$ cat src/rtl/write_axi_arbiter_if.sv
// write_axi_arbiter_if: one AXI4 write port (AW, W and B channels) between a requester and the arbiter
interface write_axi_arbiter_if;
    logic [31:0] awaddr;
    logic [7:0]  awlen;
    logic [2:0]  awsize;
    logic        awvalid;
    logic        awready;
    logic [31:0] wdata;
    logic [3:0]  wstrb;
    logic        wlast;
    logic        wvalid;
    logic        wready;
    logic        bvalid;
    logic        bready;

    modport master (
        output awaddr, awlen, awsize, awvalid, wdata, wstrb, wlast, wvalid, bready,
        input  awready, wready, bvalid
    );

    modport slave (
        input  awaddr, awlen, awsize, awvalid, wdata, wstrb, wlast, wvalid, bready,
        output awready, wready, bvalid
    );
endinterface

$ cat src/rtl/write_axi_arbiter.sv
// write_axi_arbiter: shares one AXI write port between the dcache writeback (s0) and uncached stores (s1)
module write_axi_arbiter #(
    parameter bit RR_EN = 1'b1
) (
    input  logic               clk,
    input  logic               resetn,
    write_axi_arbiter_if.slave  s0,
    write_axi_arbiter_if.slave  s1,
    write_axi_arbiter_if.master m,
    output logic [1:0]         grant,
    output logic               err_wlast
);
    typedef enum logic [1:0] {IDLE, ADDR, DATA, RESP} state_t;

    state_t     state;
    logic       last_s1;
    logic [7:0] beat_cnt;
    logic [7:0] beat_lim;
    logic       g1;
    logic       pick_s1;
    logic       aw_v;
    logic       w_v;
    logic       b_r;
    logic       aw_hs;
    logic       w_hs;
    logic       b_hs;

    assign g1      = grant[1];
    assign pick_s1 = s1.awvalid && (!s0.awvalid || (RR_EN && !last_s1));
    assign aw_hs   = aw_v && m.awready;
    assign w_hs    = w_v && m.wready;
    assign b_hs    = b_r && m.bvalid;

    // Steer the granted requester onto the shared port; anything not owned by the current phase reads 0
    always_comb begin
        aw_v       = (state == ADDR) && (g1 ? s1.awvalid : s0.awvalid);
        w_v        = (state == DATA) && (g1 ? s1.wvalid : s0.wvalid);
        b_r        = (state == RESP) && (g1 ? s1.bready : s0.bready);
        m.awvalid  = aw_v;
        m.awaddr   = aw_v ? (g1 ? s1.awaddr : s0.awaddr) : '0;
        m.awlen    = aw_v ? (g1 ? s1.awlen : s0.awlen) : '0;
        m.awsize   = aw_v ? (g1 ? s1.awsize : s0.awsize) : '0;
        m.wvalid   = w_v;
        m.wdata    = w_v ? (g1 ? s1.wdata : s0.wdata) : '0;
        m.wstrb    = w_v ? (g1 ? s1.wstrb : s0.wstrb) : '0;
        m.wlast    = w_v ? (g1 ? s1.wlast : s0.wlast) : 1'b0;
        m.bready   = b_r;
        s0.awready = (state == ADDR) && grant[0] && m.awready;
        s1.awready = (state == ADDR) && grant[1] && m.awready;
        s0.wready  = (state == DATA) && grant[0] && m.wready;
        s1.wready  = (state == DATA) && grant[1] && m.wready;
        s0.bvalid  = (state == RESP) && grant[0] && m.bvalid;
        s1.bvalid  = (state == RESP) && grant[1] && m.bvalid;
    end

    // Arbitrate in IDLE, then carry the owner through its AW, W and B handshakes before releasing the port
    always_ff @(posedge clk or negedge resetn) begin
        if (!resetn) begin
            state     <= IDLE;
            grant     <= '0;
            last_s1   <= 1'b1;
            beat_cnt  <= '0;
            beat_lim  <= '0;
            err_wlast <= 1'b0;
        end else begin
            case (state)
                IDLE: if (s0.awvalid || s1.awvalid) begin
                    grant <= {pick_s1, !pick_s1};
                    state <= ADDR;
                end
                ADDR: if (aw_hs) begin
                    beat_lim <= m.awlen;
                    beat_cnt <= '0;
                    state    <= DATA;
                end
                DATA: if (w_hs) begin
                    beat_cnt <= beat_cnt + 8'd1;
                    if (m.wlast != (beat_cnt == beat_lim)) err_wlast <= 1'b1;
                    if (m.wlast) state <= RESP;
                end
                RESP: if (b_hs) begin
                    last_s1 <= grant[1];
                    grant   <= '0;
                    state   <= IDLE;
                end
                default: state <= IDLE;
            endcase
        end
    end
endmodule

$ cat src/flat_wrapper.sv
// flat-port wrapper written by rule: the top's interface ports become plain ports
module write_axi_arbiter_flat 
#(
    parameter bit RR_EN = 1'b1
)
  (clk, resetn, grant, err_wlast, s0_awaddr, s0_awlen, s0_awsize, s0_awvalid, s0_wdata, s0_wstrb, s0_wlast, s0_wvalid, s0_bready, s0_awready, s0_wready, s0_bvalid, s1_awaddr, s1_awlen, s1_awsize, s1_awvalid, s1_wdata, s1_wstrb, s1_wlast, s1_wvalid, s1_bready, s1_awready, s1_wready, s1_bvalid, m_awaddr, m_awlen, m_awsize, m_awvalid, m_wdata, m_wstrb, m_wlast, m_wvalid, m_bready, m_awready, m_wready, m_bvalid);
  write_axi_arbiter_if s0_i ();
  write_axi_arbiter_if s1_i ();
  write_axi_arbiter_if m_i ();
  input  logic clk;
  input  logic resetn;
  output logic [1:0] grant;
  output logic err_wlast;
  input wire logic [$bits(s0_i.awaddr)-1:0] s0_awaddr;
  input wire logic [$bits(s0_i.awlen)-1:0] s0_awlen;
  input wire logic [$bits(s0_i.awsize)-1:0] s0_awsize;
  input wire logic [$bits(s0_i.awvalid)-1:0] s0_awvalid;
  input wire logic [$bits(s0_i.wdata)-1:0] s0_wdata;
  input wire logic [$bits(s0_i.wstrb)-1:0] s0_wstrb;
  input wire logic [$bits(s0_i.wlast)-1:0] s0_wlast;
  input wire logic [$bits(s0_i.wvalid)-1:0] s0_wvalid;
  input wire logic [$bits(s0_i.bready)-1:0] s0_bready;
  output wire logic [$bits(s0_i.awready)-1:0] s0_awready;
  output wire logic [$bits(s0_i.wready)-1:0] s0_wready;
  output wire logic [$bits(s0_i.bvalid)-1:0] s0_bvalid;
  input wire logic [$bits(s1_i.awaddr)-1:0] s1_awaddr;
  input wire logic [$bits(s1_i.awlen)-1:0] s1_awlen;
  input wire logic [$bits(s1_i.awsize)-1:0] s1_awsize;
  input wire logic [$bits(s1_i.awvalid)-1:0] s1_awvalid;
  input wire logic [$bits(s1_i.wdata)-1:0] s1_wdata;
  input wire logic [$bits(s1_i.wstrb)-1:0] s1_wstrb;
  input wire logic [$bits(s1_i.wlast)-1:0] s1_wlast;
  input wire logic [$bits(s1_i.wvalid)-1:0] s1_wvalid;
  input wire logic [$bits(s1_i.bready)-1:0] s1_bready;
  output wire logic [$bits(s1_i.awready)-1:0] s1_awready;
  output wire logic [$bits(s1_i.wready)-1:0] s1_wready;
  output wire logic [$bits(s1_i.bvalid)-1:0] s1_bvalid;
  output wire logic [$bits(m_i.awaddr)-1:0] m_awaddr;
  output wire logic [$bits(m_i.awlen)-1:0] m_awlen;
  output wire logic [$bits(m_i.awsize)-1:0] m_awsize;
  output wire logic [$bits(m_i.awvalid)-1:0] m_awvalid;
  output wire logic [$bits(m_i.wdata)-1:0] m_wdata;
  output wire logic [$bits(m_i.wstrb)-1:0] m_wstrb;
  output wire logic [$bits(m_i.wlast)-1:0] m_wlast;
  output wire logic [$bits(m_i.wvalid)-1:0] m_wvalid;
  output wire logic [$bits(m_i.bready)-1:0] m_bready;
  input wire logic [$bits(m_i.awready)-1:0] m_awready;
  input wire logic [$bits(m_i.wready)-1:0] m_wready;
  input wire logic [$bits(m_i.bvalid)-1:0] m_bvalid;
  assign s0_i.awaddr = s0_awaddr;
  assign s0_i.awlen = s0_awlen;
  assign s0_i.awsize = s0_awsize;
  assign s0_i.awvalid = s0_awvalid;
  assign s0_i.wdata = s0_wdata;
  assign s0_i.wstrb = s0_wstrb;
  assign s0_i.wlast = s0_wlast;
  assign s0_i.wvalid = s0_wvalid;
  assign s0_i.bready = s0_bready;
  assign s0_awready = s0_i.awready;
  assign s0_wready = s0_i.wready;
  assign s0_bvalid = s0_i.bvalid;
  assign s1_i.awaddr = s1_awaddr;
  assign s1_i.awlen = s1_awlen;
  assign s1_i.awsize = s1_awsize;
  assign s1_i.awvalid = s1_awvalid;
  assign s1_i.wdata = s1_wdata;
  assign s1_i.wstrb = s1_wstrb;
  assign s1_i.wlast = s1_wlast;
  assign s1_i.wvalid = s1_wvalid;
  assign s1_i.bready = s1_bready;
  assign s1_awready = s1_i.awready;
  assign s1_wready = s1_i.wready;
  assign s1_bvalid = s1_i.bvalid;
  assign m_awaddr = m_i.awaddr;
  assign m_awlen = m_i.awlen;
  assign m_awsize = m_i.awsize;
  assign m_awvalid = m_i.awvalid;
  assign m_wdata = m_i.wdata;
  assign m_wstrb = m_i.wstrb;
  assign m_wlast = m_i.wlast;
  assign m_wvalid = m_i.wvalid;
  assign m_bready = m_i.bready;
  assign m_i.awready = m_awready;
  assign m_i.wready = m_wready;
  assign m_i.bvalid = m_bvalid;
  write_axi_arbiter #(.RR_EN(RR_EN)) u_core (.clk(clk), .resetn(resetn), .s0(s0_i), .s1(s1_i), .m(m_i), .grant(grant), .err_wlast(err_wlast));
endmodule
$ cat config.mk
export PLATFORM = sky130hd
export DESIGN_NAME = write_axi_arbiter_flat
export DESIGN_NICKNAME = d
export VERILOG_FILES = /design/src/rtl/write_axi_arbiter_if.sv /design/src/rtl/write_axi_arbiter.sv /design/src/flat_wrapper.sv
export SDC_FILE = /design/constraint.sdc
export NUM_CORES = 1
export LEC_CHECK = 0
export CAP_MARGIN = 20
export CELL_PAD_IN_SITES_DETAIL_PLACEMENT = 1
export CELL_PAD_IN_SITES_GLOBAL_PLACEMENT = 1
export CORE_MARGIN = 4
export CORE_UTILIZATION = 19
export DETAILED_ROUTE_END_ITERATION = 12
export PLACE_DENSITY = 0.8
export SLEW_MARGIN = 0
export SYNTH_ARGS = -nofsm -noshare
export SYNTH_HDL_FRONTEND = slang
export SYNTH_SLANG_ARGS = --single-unit
$ cat constraint.sdc
create_clock -name clk -period 2.03 [get_ports clk]
set_input_delay 0.3045 -clock clk [delete_from_list [all_inputs] [get_ports clk]]
set_output_delay 0.3045 -clock clk [all_outputs]
set_load 0.02 [all_outputs]
==> results of run 1 <==
[power by group]
group / switching (uW) / internal [uW] / leakage (uW)
Combinational: 2360 / 2220 / 0.00231
Sequential: 159 / 599 / 0.000278
Clock: 165 / 301 / 0.0000442
[routing by layer]
layer  track usage (%)  vias up
met5                 0        -
met4              2.13        2
met3              5.49       12
met2              36.9      121
met1              21.2     1745
li1                  -     1726
[cell usage after synthesis (all sizes together)]
| cell type | count |
|---|---|
| mux2i | 85 |
| nor2 | 85 |
| dfrtp | 21 |
| buf | 18 |
| nand2 | 17 |
| o21ai | 15 |
| and3 | 9 |
| inv | 8 |
| xnor2 | 8 |
| nand3 | 7 |
| ha | 6 |
| nand3b | 4 |
| o31ai | 4 |
| a21oi | 3 |
| a31oi | 3 |
| clkbuf | 3 |
| mux2 | 3 |
| nor4 | 3 |
| o21bai | 3 |
| nand4 | 2 |
| nor2b | 2 |
| o221ai | 2 |
| a21bo | 1 |
| a21boi | 1 |
| a21o | 1 |
| a221oi | 1 |
| a32oi | 1 |
| a41o | 1 |
| and2 | 1 |
| dfstp | 1 |
| o2111ai | 1 |
| o211ai | 1 |
| o22ai | 1 |
| o2bb2ai | 1 |
| or3 | 1 |
[per-stage QoR]
stage	setup WS [ps]	util, %
6_report	8.57	42.8
5_1_grt	-37.8	42.8
4_1_cts	-99.1	41.8
3_5_place_dp	-344	42.8
3_3_place_gp	-341	42.8
2_1_floorplan	238	-
[worst register-to-register path: cells and delay by family, from the launching register on]
family	cells	cell delay, ps
simple gates	1	450
flops	1	380
buf+inv	3	370
fa+ha+maj	1	330
mux	1	260
[repair_timing]
| action | CTS | global route |
|---|---|---|
| setup buffers | 0 | 5 |
| setup endpoints to repair | 88 | 53 |
| gates cloned | 2 | 3 |
| gates resized for setup | 339 | 27 |
| hold endpoints to repair | 0 | 0 |
| pin swaps | 1 | 1 |
[state kept, by name, indices dropped and copies added (netlist names)]
signal	flops
u_core.beat_cnt	8
u_core.beat_lim	8
u_core.grant	2
u_core.state	2
u_core.err_wlast	1
u_core.last_s1	1
[cell type report]
cell class              count  share of cell area [%]
clock buffers               4                    1.57
inverters                   8                   0.529
multi-input cells         273                    34.7
flip-flops and latches     22                    9.79
well taps                 176                    3.88
repair buffers            311                    49.5
[cell families after synthesis]
logic type,Yosys count,synth area share (%)
DFF,22,21.4
buffers and inverters,29,5.59
AOI/OAI and AO/OA,40,10.7
muxes,88,34.6
xor gates and xnor gates,8,2.72
adders and majority gates,6,2.92
and+or+nand+nor,131,22.0
[worst max path at each step]
stage	end	slack [ps]	cells after the start
final	m_wdata[18]	9	6
after global routing	s0_bvalid	-40	3
after CTS	m_wdata[11]	-100	5
after detailed placement	m_wdata[11]	-340	6
after global placement	m_wdata[11]	-340	6
after floorplan	m_awaddr[0]	240	5
==> flow_metrics.tcl, run 1 <==
set metrics [dict create \
    power.density_mw_per_mm2 1020 \
    finalHoldViolCount 0 \
    numCtsBuffers 3 \
    worstSkewPairLatency_ps 250 \
    firstDrtPassIters 4 \
    report.final.slew_viol_count 0 \
    max_freq_mhz 495 \
    ctsHoldBuffers 0 \
    fin_crit_sh_pct 99.6 \
    fin_skew_ps 2.57 \
    setup_violations 0 \
    status "complete, no violations" \
    portBuffers 262 \
    reg2reg_depth 6 \
    rsz0062_at_grt "yes" \
    grt_use_total_pct 19.1 \
    placed_area_mm2 0.00567 \
    whs_ps 414 \
    synth_cell_types 39 \
    ant_nets 0 \
    fillers 1601 \
    diodes 0 \
    final_cell_mix "175 x clkdlybuf4s50_1, 83 x nor2_1, 79 x mux2i_1" \
    final_net_count 796 \
    synth-seq-area-share_pct 21.4 \
    p_leak_uw 0.00263 \
    dr_wl_met2_mm 8.84 \
    cts_tree "built" \
    cts_root_buffer "clkbuf_16" \
    r2r_end "u_core.beat_cnt[6]" \
    wl_met3_mm 1.08 \
    p_total_uw 5810 \
    clk_pin_slew_ps 60 \
    path_cells "mux2_4 > nand2_4 > buf_12 > buf_4 > nor2_1 > buf_4" \
    yosys.area.top_type_share_pct 33.0 \
    max-cap-violations 0 \
    clk_path_buf_depth 2 \
    drc_errors 0 \
    instances_no_fill 794 \
    hp-class "input pin to asynchronous set/reset pin" \
    crit_fanout 5 \
    gp_congestion 0.867 \
    core_area_mm2 0.0132 \
    drt_wl_total_mm 16.3 \
    gr-total-overflow 0 \
    synth_seq_cells 22 \
    end_kind "primary output" \
    synth.area.top_cells "mux2i_1 33%, dfrtp_1 20%, nor2_1 12%" \
    crit_slowest_cell "dfrtp_4" \
    cp.buffers_inverters 3 \
    dp_hpwl_mm 13.2 \
    rows 42 \
    grt_pass1_vias 3905 \
    vias_per_cell 4.54 \
    num_vias 3606 \
    postSynthAreaPerCell_um2 7.95 \
    critical_path.top_delay_family "flip-flops" \
    wl_per_cell_um 20.5 \
    r2r_start "u_core.state[0]" \
    multi_input_comb_area_mm2 0.00197 \
    start_kind "flip-flop" \
    regArea_um2 556 \
    io_pins 263 \
    dieArea_mm2 0.0155 \
    tightest_slew_ps 416 \
    period_needed_ps 2020 \
    dp_cells 780 \
    cp.required_ps 1730 \
    drive_above_1_share_pct 25.4 \
    yosysWarningCount 0 \
    chipWidth_um 124 \
    irDropWorstVdd_v 0.000414 \
    antenna_found_initial 1 \
    clkSinkCount 22 \
    synth_area_mm2 0.00257 \
    synth_fp_nets 501 \
    drt-met1-wl_mm 6.17 \
    slew-limit-headroom_pct 72.0 \
    reg2reg_setup_slack_ps 140 \
    dr.first_iter.drc_count 88 \
    cpMostUsedCell "buf_4" \
    worst_ep_arrival_time_ps 1720 \
    htreeDepth 1 \
    yosysTopAreaCell "mux2i_1" \
    design_area_mm2 0.00567 \
    cpPeakStageDelay_ps 520 \
    grt_pass1_wl_mm 23.2 \
    initial_core_util_pct 19.4 \
    grt_max_degree 38 \
    syn_inst 324 \
    area_growth_syn_to_layout_pct 120 \
    die_height_um 124 \
    critPathKind "flip-flop to primary output" \
    final_common_cell "clkdlybuf4s50_1" \
    top_layer "met5" \
    crit_start "u_core.grant[1]" \
    final.setup.tns_ps 0 \
]
(Power assumes the default switching activity.)
==> run 2, diff against run 1 <==
--- a/config.mk
+++ b/config.mk
@@ -8,6 +8,7 @@
 export CAP_MARGIN = 20
 export CELL_PAD_IN_SITES_DETAIL_PLACEMENT = 1
 export CELL_PAD_IN_SITES_GLOBAL_PLACEMENT = 1
+export CORE_ASPECT_RATIO = 1.25
 export CORE_MARGIN = 4
 export CORE_UTILIZATION = 19
 export DETAILED_ROUTE_END_ITERATION = 12
==> flow_metrics.tcl, run 2 (synthesized netlist as in run 1, its figures left out) <==
set metrics [dict create \
    status "finished, violations left" \
    violations "negative setup slack" \
    gr-total-overflow 0 \
    gp_congestion 0.822 \
    design_area_mm2 0.00578 \
    irDropWorstVdd_v 0.000542 \
    diodes 0 \
    report.final.slew_viol_count 0 \
    hp-class "input pin to asynchronous set/reset pin" \
    grtUsageMet3_pct 5.03 \
    slew-limit-headroom_pct 69.5 \
    cts_root_buffer "clkbuf_16" \
    tightest_slew_ps 457 \
    fin_crit_sh_pct 100 \
    fillers 1589 \
    p_total_uw 6000 \
    reg2reg_depth 7 \
    numCtsBuffers 3 \
    fin_skew_ps 4.14 \
    num_vias 3632 \
    firstDrtPassIters 4 \
    grt_pass1_vias 4083 \
    p_leak_uw 0.00264 \
    worst_slack_ps -3.32 \
    dieArea_mm2 0.0155 \
    portBuffers 262 \
    dr.first_iter.drc_count 54 \
    final_net_count 795 \
    core_area_mm2 0.0133 \
    grt_pass1_wl_mm 21.9 \
    antenna_found_initial 1 \
    area_growth_syn_to_layout_pct 124 \
    worst_ep_arrival_time_ps 1730 \
    max-cap-violations 0 \
    grt_util_met1_pct 17.4 \
    grt.busiest_layer "met2" \
    crit_fanout 5 \
    clk_pin_slew_ps 60 \
    grt_use_total_pct 17.6 \
    rows 47 \
    die_height_um 138 \
    finalHoldViolCount 0 \
    end_kind "primary output" \
    final_cell_mix "172 x clkdlybuf4s50_1, 80 x mux2i_1, 73 x nor2_1" \
    largestRegisters "u_core.beat_cnt x8, u_core.beat_lim x8" \
    ant_nets 0 \
    ctsHoldBuffers 0 \
    placed_area_mm2 0.00565 \
    initial_core_util_pct 19.4 \
    rsz0062_at_grt "yes" \
    drt_wl_total_mm 15.2 \
    io_pins 263 \
    period_needed_ps 2030 \
    vias_per_cell 4.61 \
    chipWidth_um 112 \
    cp.required_ps 1730 \
    clk_path_buf_depth 2 \
    drive_above_1_share_pct 27.9 \
    clkSinkCount 22 \
    wl_per_cell_um 19.3 \
    final_common_cell "clkdlybuf4s50_1" \
    critPathKind "flip-flop to primary output" \
    worstSkewPairLatency_ps 270 \
    drc_errors 0 \
    grt_max_degree 38 \
    start_kind "flip-flop" \
    power.density_mw_per_mm2 1040 \
    dp_hpwl_mm 11.9 \
    cts_tree "built" \
    grtUsageMet2_pct 34.7 \
    max_freq_mhz 492 \
    htreeDepth 1 \
    setup_violations 1 \
]
==> run 2: per-layer routing <==
metal / vias to the layer above / part of all wire [%]
met4: 2 / 3.0
met1: 1714 / 34
met3: 33 / 7.1
li1: 1724 / -
met2: 159 / 56
met5: - / 0.072
==> run 2: worst max-delay path: stages (launching register included) <==
cell and delay, ps:
dfrtp_4 520, mux2_4 350, nand2_8 130, buf_12 120
clkbuf_16 160, nor2_2 50, buf_6 120
==> run 2: timing repair <==
item                                    in CTS  in global routing
endpoints found under the setup margin      90                 57
gates cloned                                 2                  4
resized for setup                          344                 69
setup buffers                                3                  1
pin swaps                                    3                  6
hold endpoints to repair                     0                  0
==> run 2: where the power goes <==
| group | total [uW] | internal, uW | switching, uW |
|---|---|---|---|
| Combinational | 4660 | 2210 | 2450 |
| Sequential | 762 | 598 | 164 |
| Clock | 575 | 393 | 183 |
==> run 2: stage by stage <==
step | worst slack, ps | instances | utilization [%] | TNS (ps) | hold slack [ps]
floorplan | 238 | 324 | - | 0 | 8.91
global placement | -299 | 776 | 42.5 | -20080 | 450
detailed placement | -348 | 776 | 42.5 | -22810 | 466
CTS | -91.6 | 784 | 42.0 | -245 | 418
global route | -43.9 | 788 | 43.5 | -267 | 441
finish | -3.32 | 788 | 43.5 | -3.32 | 413
==> run 2: final cells by class <==
type	count	area (um2)	share of cell area, %
Timing Repair Buffer	310	2830	49.0
Clock buffer	3	75.1	1.30
Inverter	8	30.0	0.520
Tap cell	171	214	3.70
Clock inverter	1	30.0	0.520
Sequential cell	22	556	9.61
Multi-Input combinational cell	273	2040	35.4
==> run 2: final timing paths <==
kind | start | to | slack [ps]
max reg2reg | u_core.grant[1] | u_core.state[1] | 30
min reg2reg | u_core.err_wlast | u_core.err_wlast | 470
max in group asynchronous | resetn | u_core.last_s1 | 1340
min | resetn | u_core.grant[1] | 410
max | u_core.grant[1] | m_awaddr[4] | -3
min in group clk | u_core.err_wlast | u_core.err_wlast | 470
